--- config.mk ---
export PLATFORM = sky130hd
export DESIGN_NAME = hfrv_trace_capture
export DESIGN_NICKNAME = d
export VERILOG_FILES = /design/src/rtl/hfrv_trace_pkg.sv /design/src/rtl/hfrv_trace_fifo.sv /design/src/rtl/hfrv_trace_capture.sv
export SDC_FILE = /design/constraint.sdc
export NUM_CORES = 2
export LEC_CHECK = 0
export CORE_AREA = 2 2 397 596
export CTS_CLUSTER_DIAMETER = 30
export DETAILED_ROUTE_END_ITERATION = 12
export DIE_AREA = 0 0 399 598
export SYNTH_ARGS = -nofsm -noshare
export SYNTH_HDL_FRONTEND = slang
export SYNTH_SLANG_ARGS = --single-unit
--- constraint.sdc ---
create_clock -name clk -period 18 [get_ports clk]
set_input_delay 3.6 -clock clk [delete_from_list [all_inputs] [get_ports clk]]
set_output_delay 3.6 -clock clk [all_outputs]
set_load 0.05 [all_outputs]
--- src/rtl/hfrv_trace_pkg.sv ---
// Shared types for the HF-RISC retired-instruction trace unit: opcode classes,
// FSM states (IDLE idle, ARMED waiting for trigger, CAPTURE storing, DONE length reached).
package hfrv_trace_pkg;

  localparam int unsigned TR_XLEN  = 32;
  localparam int unsigned TR_SEQ_W = 16;

  typedef enum logic [2:0] {
    CL_LOAD   = 3'd0,
    CL_STORE  = 3'd1,
    CL_OPIMM  = 3'd2,
    CL_OP     = 3'd3,
    CL_UPPER  = 3'd4,
    CL_BRANCH = 3'd5,
    CL_JUMP   = 3'd6,
    CL_OTHER  = 3'd7
  } trace_class_e;

  typedef enum logic [1:0] {
    ST_IDLE    = 2'd0,
    ST_ARMED   = 2'd1,
    ST_CAPTURE = 2'd2,
    ST_DONE    = 2'd3
  } trace_state_e;

  // Packed layout of out_data for the default XLEN/SEQ_W configuration.
  typedef struct packed {
    logic [TR_SEQ_W-1:0] seq;
    logic [TR_XLEN-1:0]  pc;
    logic [31:0]         instr;
    logic [4:0]          rd;
    logic [TR_XLEN-1:0]  wdata;
  } trace_entry_t;

  function automatic trace_class_e classify(input logic [6:0] opcode);
    case (opcode)
      7'b0000011:           return CL_LOAD;
      7'b0100011:           return CL_STORE;
      7'b0010011:           return CL_OPIMM;
      7'b0110011:           return CL_OP;
      7'b0110111,
      7'b0010111:           return CL_UPPER;
      7'b1100011:           return CL_BRANCH;
      7'b1101111,
      7'b1100111:           return CL_JUMP;
      default:              return CL_OTHER;
    endcase
  endfunction

endpackage

--- src/rtl/hfrv_trace_fifo.sv ---
// First-word-fall-through trace FIFO with flush, occupancy and optional
// overwrite-oldest behaviour when pushed while full.
module hfrv_trace_fifo #(
  parameter int unsigned W         = 117,
  parameter int unsigned DEPTH     = 16,
  parameter bit          OVERWRITE = 1'b0
) (
  input  logic                     clk,
  input  logic                     rst,
  input  logic                     flush,
  input  logic                     push,
  input  logic                     pop,
  input  logic [W-1:0]             wdata,
  output logic [W-1:0]             rdata,
  output logic                     valid,
  output logic                     full,
  output logic [$clog2(DEPTH):0]   level
);

  localparam int unsigned AW = $clog2(DEPTH);

  logic [W-1:0]  r_mem [DEPTH];
  logic [AW-1:0] r_wr_ptr;
  logic [AW-1:0] r_rd_ptr;
  logic [AW:0]   r_count;

  logic w_full;
  logic w_pop;
  logic w_wr;
  logic w_ovw;
  logic w_rd_adv;

  assign w_full   = (r_count == (AW+1)'(DEPTH));
  assign w_pop    = pop && (r_count != '0);
  assign w_wr     = push && (!w_full || w_pop || OVERWRITE);
  // Overwrite lands on the oldest slot (wr_ptr == rd_ptr when full), so the read side skips it.
  assign w_ovw    = push && w_full && !w_pop && OVERWRITE;
  assign w_rd_adv = w_pop || w_ovw;

  always_ff @(posedge clk or posedge rst) begin
    if (rst) begin
      r_wr_ptr <= '0;
      r_rd_ptr <= '0;
      r_count  <= '0;
    end else if (flush) begin
      r_wr_ptr <= '0;
      r_rd_ptr <= '0;
      r_count  <= '0;
    end else begin
      if (w_wr)     r_wr_ptr <= r_wr_ptr + 1'b1;
      if (w_rd_adv) r_rd_ptr <= r_rd_ptr + 1'b1;
      case ({w_wr, w_rd_adv})
        2'b10:   r_count <= r_count + 1'b1;
        2'b01:   r_count <= r_count - 1'b1;
        default: r_count <= r_count;
      endcase
    end
  end

  always_ff @(posedge clk) begin
    if (w_wr && !flush) r_mem[r_wr_ptr] <= wdata;
  end

  assign rdata = r_mem[r_rd_ptr];
  assign valid = (r_count != '0);
  assign full  = w_full;
  assign level = r_count;

endmodule

--- src/rtl/hfrv_trace_capture.sv ---
// Retired-instruction trace unit: per-class hit counters, armable/triggerable
// capture FSM and a staged push into the trace FIFO with drop accounting.
module hfrv_trace_capture
  import hfrv_trace_pkg::*;
#(
  parameter int unsigned XLEN         = 32,
  parameter int unsigned DEPTH        = 16,
  parameter int unsigned CNT_W        = 32,
  parameter int unsigned SEQ_W        = 16,
  parameter bit          STOP_ON_FULL = 1'b1
) (
  input  logic                      clk,
  input  logic                      reset,
  input  logic                      retire_valid,
  input  logic [XLEN-1:0]           retire_pc,
  input  logic [31:0]               retire_instr,
  input  logic [4:0]                retire_rd,
  input  logic [XLEN-1:0]           retire_wdata,
  input  logic                      arm,
  input  logic                      abort,
  input  logic                      trig_en,
  input  logic [XLEN-1:0]           trig_pc,
  input  logic [15:0]               capture_len,
  input  logic [7:0]                class_mask,
  output logic                      out_valid,
  input  logic                      out_ready,
  output logic [2*XLEN+36+SEQ_W:0]  out_data,
  output logic [$clog2(DEPTH):0]    level,
  output logic [1:0]                state_o,
  output logic                      overflow,
  output logic [CNT_W-1:0]          drop_count,
  input  logic [2:0]                cnt_sel,
  output logic [CNT_W-1:0]          cnt_value,
  input  logic                      cnt_clear
);

  localparam int unsigned EW = 2*XLEN + 37 + SEQ_W;

  trace_state_e      r_state;
  trace_state_e      w_state_nxt;
  trace_class_e      w_class;
  logic [15:0]       r_cap_cnt;
  logic [15:0]       w_cap_nxt;
  logic [SEQ_W-1:0]  r_seq;
  logic              r_pend_valid;
  logic [EW-1:0]     r_pend_data;
  logic              r_overflow;
  logic [CNT_W-1:0]  r_drop_cnt;
  logic [CNT_W-1:0]  r_cnt [8];

  logic w_arm;
  logic w_trig;
  logic w_cand;
  logic w_len_hit;
  logic w_drop;
  logic w_fifo_full;

  assign w_class   = classify(retire_instr[6:0]);
  assign w_arm     = arm && !abort;
  assign w_trig    = retire_valid && (!trig_en || (retire_pc == trig_pc));
  // arm/abort cycles never capture: arm flushes, abort leaves the capture window.
  assign w_cand    = retire_valid && !arm && !abort && class_mask[w_class] &&
                     (((r_state == ST_ARMED) && w_trig) || (r_state == ST_CAPTURE));
  assign w_cap_nxt = r_cap_cnt + {15'd0, w_cand};
  assign w_len_hit = (capture_len != 16'd0) && (w_cap_nxt == capture_len);
  assign w_drop    = r_pend_valid && w_fifo_full && !out_ready;

  always_comb begin
    w_state_nxt = r_state;
    if (abort) begin
      w_state_nxt = ST_IDLE;
    end else if (arm) begin
      w_state_nxt = ST_ARMED;
    end else begin
      case (r_state)
        ST_ARMED:   if (w_trig) w_state_nxt = w_len_hit ? ST_DONE : ST_CAPTURE;
        ST_CAPTURE: if (w_len_hit) w_state_nxt = ST_DONE;
        default:    w_state_nxt = r_state;
      endcase
    end
  end

  always_ff @(posedge clk or posedge reset) begin
    if (reset) begin
      r_state      <= ST_IDLE;
      r_cap_cnt    <= '0;
      r_seq        <= '0;
      r_pend_valid <= 1'b0;
      r_pend_data  <= '0;
      r_overflow   <= 1'b0;
      r_drop_cnt   <= '0;
    end else begin
      r_state <= w_state_nxt;
      if (w_arm) begin
        r_cap_cnt    <= '0;
        r_seq        <= '0;
        r_pend_valid <= 1'b0;
        r_overflow   <= 1'b0;
        r_drop_cnt   <= '0;
      end else begin
        r_pend_valid <= w_cand;
        if (w_cand) begin
          r_cap_cnt   <= w_cap_nxt;
          r_seq       <= r_seq + 1'b1;
          r_pend_data <= {r_seq, retire_pc, retire_instr, retire_rd, retire_wdata};
        end
        if (w_drop) begin
          r_overflow <= 1'b1;
          if (r_drop_cnt != '1) r_drop_cnt <= r_drop_cnt + 1'b1;
        end
      end
    end
  end

  always_ff @(posedge clk or posedge reset) begin
    if (reset) begin
      for (int i = 0; i < 8; i++) r_cnt[i] <= '0;
    end else if (cnt_clear) begin
      for (int i = 0; i < 8; i++) r_cnt[i] <= '0;
    end else if (retire_valid && (r_cnt[w_class] != '1)) begin
      r_cnt[w_class] <= r_cnt[w_class] + 1'b1;
    end
  end

  hfrv_trace_fifo #(
    .W         (EW),
    .DEPTH     (DEPTH),
    .OVERWRITE (!STOP_ON_FULL)
  ) u_fifo (
    .clk   (clk),
    .rst   (reset),
    .flush (w_arm),
    .push  (r_pend_valid),
    .pop   (out_ready),
    .wdata (r_pend_data),
    .rdata (out_data),
    .valid (out_valid),
    .full  (w_fifo_full),
    .level (level)
  );

  assign state_o    = r_state;
  assign overflow   = r_overflow;
  assign drop_count = r_drop_cnt;
  assign cnt_value  = r_cnt[cnt_sel];

endmodule

[Word level (Yosys, flattened, before mapping)]
Memories as Yosys holds them, arrays and structs flattened.
Cells that the tools add are included.
Cells by class
  divide/modulo/power cells: 0
  shift-type cells: 0
  bitwise operators: 3
  reductions and logical operators: 39
  order comparisons: 4
  multiplexer cells: 38
  add/subtract/negate cells: 8
  eq/ne operators: 20
  multipliers: 0
Operators by type and width (number)
  two-way mux 256 bit: 2
  bitwise mux 256 bit: 1
  two-way mux 32 bit: 8
  binary-select mux 32 bit (select 3 bit): 2
  demux 32 bit (select 3 bit): 1
  adder 32 x 1 -> 32 bit (second input constant): 2
  two-way mux 16 bit: 4
  != test 32 bit (second input constant): 2
  equality test 32 bit: 1
  equality test 7 x 6 -> 1 bit (second input constant): 3
  equality test 7 bit (second input constant): 3
  case mux 3 bit (7 select lines): 1
  adder 16 x 1 -> 16 bit: 1
  adder 16 x 1 -> 16 bit (second input constant): 1
  equality test 16 bit: 1
  two-way mux 4 bit: 4
  nonzero test 16 bit: 1
  logical AND 1 bit: 15
  equality test 7 x 5 -> 1 bit (second input constant): 2
  nonzero test 2 bit: 6
  case mux 5 bit (2 select lines): 1
  adder 4 x 1 -> 4 bit (second input constant): 2
  >= comparator 4 bit (second input constant): 2
  two-way mux 2 bit: 4
  other kinds (23): 42
Storage, ports and cells
  bits in writable memories: 1872
  bits in registers: 454
  latch bits: 0
  input port bits: 168
  memory bits (read-only): 0
  output and inout bits: 190
  memories: 1
Memory list
  u_fifo.r_mem: words 16, width 117, read ports 1, clocked after Yosys merged registers in 0, wr ports 1, RTL line hfrv_trace_fifo.sv:22  | logic [W-1:0] r_mem [DEPTH];

[Logic depth before layout (Yosys ltp)]
  depth in word-level cells: 15
  mapped depth: 23

[By module]
A second synthesis with hierarchy kept.
Second synthesis, totals
  cells, all modules: 4719
  area, all modules: 94114.0 µm²
Modules (own cells, without submodules)
  hfrv_trace_fifo: area an instance 71085.7 µm², cells an instance 2710, instances 1
  hfrv_trace_capture: area an instance 23028.3 µm², cells an instance 2009, instances 1

[Worst setup path before layout]
OpenSTA, ideal clock, no wires.
  path type: input port to output port
  start point: in cnt_sel[0]
  end point: out cnt_value[0]
  stages: 4
  data required time: 14.400 ns
  path buffers: 2
  arrival time: 5.466 ns
  path slack: 8.934 ns
  path through: clkbuf_1 buf_1 mux4_2 mux2_2
Between the ends
  longest elaborated chain between the ends: 4
RTL lines
  from (decl): RTL line hfrv_trace_capture.sv:32  | input logic [2:0] cnt_sel,
  inverter 3 -> 4 bit (not written as such): RTL line hfrv_trace_capture.sv:145  | assign cnt_value = r_cnt[cnt_sel];
  binary-select mux 32 bit (select 3 bit): RTL line hfrv_trace_capture.sv:145
  two-way mux 32 bit (not written as such) (2 in a row): RTL line hfrv_trace_capture.sv:145
  to (decl): RTL line hfrv_trace_capture.sv:33  | output logic [CNT_W-1:0] cnt_value,
Every way passes these cells. The select of a mux whose other input is x is not followed.

[Worst setup path in the final report]
  start point: in cnt_sel[0]
  end point: out cnt_value[22]
The elaborated chain is that of the path after synthesis.

==> results.md <==
- The number of placement rows is about 220.
- The total core area is approximately 230000 um2.
- The synthesized netlist devotes under 10% of its cell area to simple gates.
- Of the total synthesized cell area, the portion taken by full adders, half adders and majority gates is less than 1%.
- Across the whole layout, storage elements account for between 60000 and 70000 um2.
- The number of warnings issued by yosys is 0.
- The dominant synthesized flop cell is edfxtp_1.
- The critical path is of the input port to primary output type.
- The synthesized area is roughly 93000 um2.
- At the pin with the least slew margin, the transition time is 1.53 ns.
- The run finished, with violations left.
- The initial DRC count is 4446.
- The number of hold-slack violations in the final timing report is 0.
- Synthesis instantiated 73 different standard cells from the library.
- In this run the static leakage power is 0.0392 uW.
- The die covers 239000 um2.
- The number of global-route vias before repair is 52493.
- STA puts the critical path data required time at around 14 ns.
- The detail route stage leaves a number of antenna-violating nets equal to 0.
- In this run the tool buffered the top-level ports with roughly 360 buffer cells.
- The total clock buffers created by CTS is between 300 and 400.
- The total congestion overflow after global routing is 0.
- The placed wire-length estimate is roughly 140000 um.
- The clock tree root buffer cell is clkbuf_16.
- For this run, the post-layout net count is about 5300.
- In this run the count of I/O pins placed on the die edge is 358.
- The layout overhead on the synthesized area is 22.6%.
- The aggregate negative setup slack is 0 ns.
- The share of synthesized registers carrying an async set or reset is ~20%.
- The number of vias per cell after detailed routing is 5.77.
- The post-CTS repair timing setup buffer count is 0.
- The filler cells instantiated in the layout total 19102.
- Along the worst path, the maximum fanout reaches 42.
- The post-detailed-placement cell area is around 100000 um2.
- Dividing the detail-routed wire length by the instance count gives 29.6 um.
- The xor and xnor area share after synthesis is about 1.3%.
- The wire length after detailed routing is ~250000 um.
- The number of buffers inserted for hold repair after clock tree synthesis is 0.
- The endpoint arrival time on the critical path is between 6 and 7 ns.
- The first TritonRoute pass finished after 7 iterations.
- The total of flip-flops plus latches after synthesis is ~2300.
- The final setup violation count is 0.
- The vertical die dimension is between 500 and 600 um.
- The worst setup path is captured at a primary output.
- For this design the ratio of total power to cell area is 151 nW/um2.
- Summing over every cut layer, the via total after detailed routing is 49191.
- Setup repair after global routing left no endpoint under its margin.
- For this run, the register share of the synthesized area comes to 72.6%.
- Dividing the synthesized area by the synthesized cell count gives approximately 20 um2.
- Summing all multi-input logic gate instances after layout gives 24400 um2.
- The clock tree from TritonCTS is built.
- With fillers left out, the area of the finished cells amounts to 114000 um2.
- The clock insertion delay at the later pin of the skew report is slightly below 0.9 ns.
- The tool flagged a number of max-cap violations equal to 1.
- The number of flops mapped to enable cells by yosys is roughly 1900.
- The post-cts repair resize count is 0.
- The multiplexer area fraction after synthesis is 18.2%.
- The combinational family with the most area after synthesis is multiplexers.
- The worst min-delay path category is flop to flop.
- The wire length of the first global-routing pass is roughly 360000 um.
- The die boundary width is between 300 and 400 um.
- The net count after synthesis is between 4000 and 5000.
- In the final layout, the share of cells above drive strength 1 is approximately 31%.
- Timing would allow up to between 0.09 and 0.1 GHz.
- The time the final worst path needs with I/O delays and setup is ~10 ns.
- The share of the cycle needed by the critical path after routing is a little under three fifths.
- The DRC violation count after routing is 0.
- The area fraction in compound gates after synthesis is between 3 and 4%.
- Clock skew on the completed layout was measured at 0.0462 ns.
- The largest voltage drop on the vdd net is around 0.00011 V.
- The number of clock sinks is around 2300.
- The H-tree was split into 5 levels.
- The pin count of the biggest net entering global routing is 156.
- The total instance count after detailed placement is ~7800.
- The hold slack is between 0.5 and 0.6 ns.
- Global routing consumed, over all layers together, 21.0% of the routing resources.
- Headroom to the max-slew limit came out at -2.66%.
- The kind of launch point of the worst setup path is an input port.
- Once the floorplan was initialized, standard cells occupied between 30% and 40% of the core.
- The clock passes through at most 4 buffers.
- In the synthesized netlist, the number of instances is between 4000 and 5000.
- The clock input transition at the sequential cells of the worst setup and hold paths is roughly 0.05 ns.
- The initial antenna violation count is 15.
- The routability congestion estimate from global placement is 0.866.
- The max-slew violation total from the final report came to 2.
- The final reports fail on capacitance limit, slew limit.
- The count of cells in the finished layout, fillers not included, comes to ~8500.
cells in the final DEF (no fill, tap or decap), types with 58 or more instances in the layout:
| cell type | instances |
|---|---|
| buf_4 | 98 |
| mux2_2 | 184 |
| a22o_1 | 244 |
| nand2_1 | 91 |
| xor2_1 | 86 |
| dfrtp_1 | 450 |
| clkinv_2 | 62 |
| clkdlybuf4s50_1 | 354 |
| edfxtp_1 | 1872 |
| bufinv_16 | 58 |
| nor2_1 | 105 |
| mux4_2 | 649 |
| clkbuf_16 | 398 |
report_power, final:
group	switching, uW	internal [uW]	leakage, uW
clock	2700	5000	0.00665
sequential	325	6110	0.0235
combinational	1700	1380	0.00901
total	4730	12500	0.0392
cells in the mapped netlist (all sizes together) (8+ instances only):
| library cell | n | share of area, % |
|---|---|---|
| or2 | 11 | 0.074 |
| nor3 | 36 | 0.21 |
| dfrtp | 454 | 12 |
| clkbuf | 138 | 0.56 |
| nor2b | 13 | 0.087 |
| nor2 | 106 | 0.43 |
| buf | 133 | 0.75 |
| nand4 | 20 | 0.13 |
| o22ai | 19 | 0.13 |
| and3 | 17 | 0.12 |
| ha | 16 | 0.21 |
| or3 | 15 | 0.10 |
| nand3 | 57 | 0.31 |
| mux4 | 649 | 16 |
| inv | 23 | 0.093 |
| xnor2 | 49 | 0.46 |
| nand2b | 8 | 0.054 |
| and2 | 21 | 0.14 |
| nand2 | 92 | 0.37 |
| a21oi | 23 | 0.12 |
| xor2 | 87 | 0.82 |
| mux2 | 184 | 2.2 |
| o21ai | 33 | 0.18 |
| edfxtp | 1872 | 60 |
| a22o | 244 | 2.3 |
| a31oi | 23 | 0.25 |
| o2bb2ai | 16 | 0.15 |
| o32ai | 16 | 0.15 |
| mux2i | 22 | 0.24 |
| nor4 | 29 | 0.19 |
| or4 | 11 | 0.093 |
| o221ai | 17 | 0.16 |
logic make-up after synthesis:
kind of cell               count (synthesis)
muxes                                    855
AOI/OAI and AO/OA                        436
DFF                                     2326
and+or+nand+nor                          457
xor gates and xnor gates                 136
buffers and inverters                    294
adders and majority gates                 17
final timing paths:
| kind | start | endpoint | slack (ns) | cells past startpoint |
|---|---|---|---|---|
| max | cnt_sel[0] | cnt_value[22] | 7.75 | 5 |
| min | overflow | overflow | 0.52 | 2 |
| max reg2reg | r_cnt[221] | r_cnt[138] | 12.87 | 10 |
| min reg2reg | overflow | overflow | 0.52 | 2 |
| max in group asynchronous | reset | r_pend_data[78] | 12.35 | 4 |
| min in group asynchronous | reset | drop_count[4] | 3.24 | 2 |
layout make-up:
type	instances	area share, %
diodes	5	0.0110
clock buffers	444	9.03
clock inverters	284	3.05
inverters	23	0.0822
multi-input cells	1901	21.3
flip-flops and latches	2326	59.2
well taps	3080	3.38
repair buffers	463	3.91
state kept, by name (all words and copies together), names as in the netlist:
register,count
u_fifo.level,5
drop_count,32
r_seq,16
u_fifo.r_mem,1872
r_cnt,256
r_pend_valid,1
u_fifo.r_wr_ptr,4
u_fifo.r_rd_ptr,4
overflow,1
state_o,2
r_pend_data,117
r_cap_cnt,16
critical path: stages:
cell and delay, ns:
buf_4 0.43, buf_4 0.82, mux4_2 0.60, mux2_2 0.36
clkdlybuf4s50_1 0.73
stage by stage:
stage	util (%)	setup slack [ns]	power [uW]
after floorplan	-	1.74	8610
after detailed placement	42.9	7.50	9690
final	48.8	7.75	17200
after global placement	42.9	5.57	9660
after global routing	48.8	7.60	17800
after CTS	48.8	7.74	17400
metal layers:
layer	track usage, %	routed length [um]
met3	4.85	19400
met2	34.2	123000
met1	27.7	101000
met5	0	36
met4	7.06	7970
No activity file was read; power rests on OpenSTA's default activity.
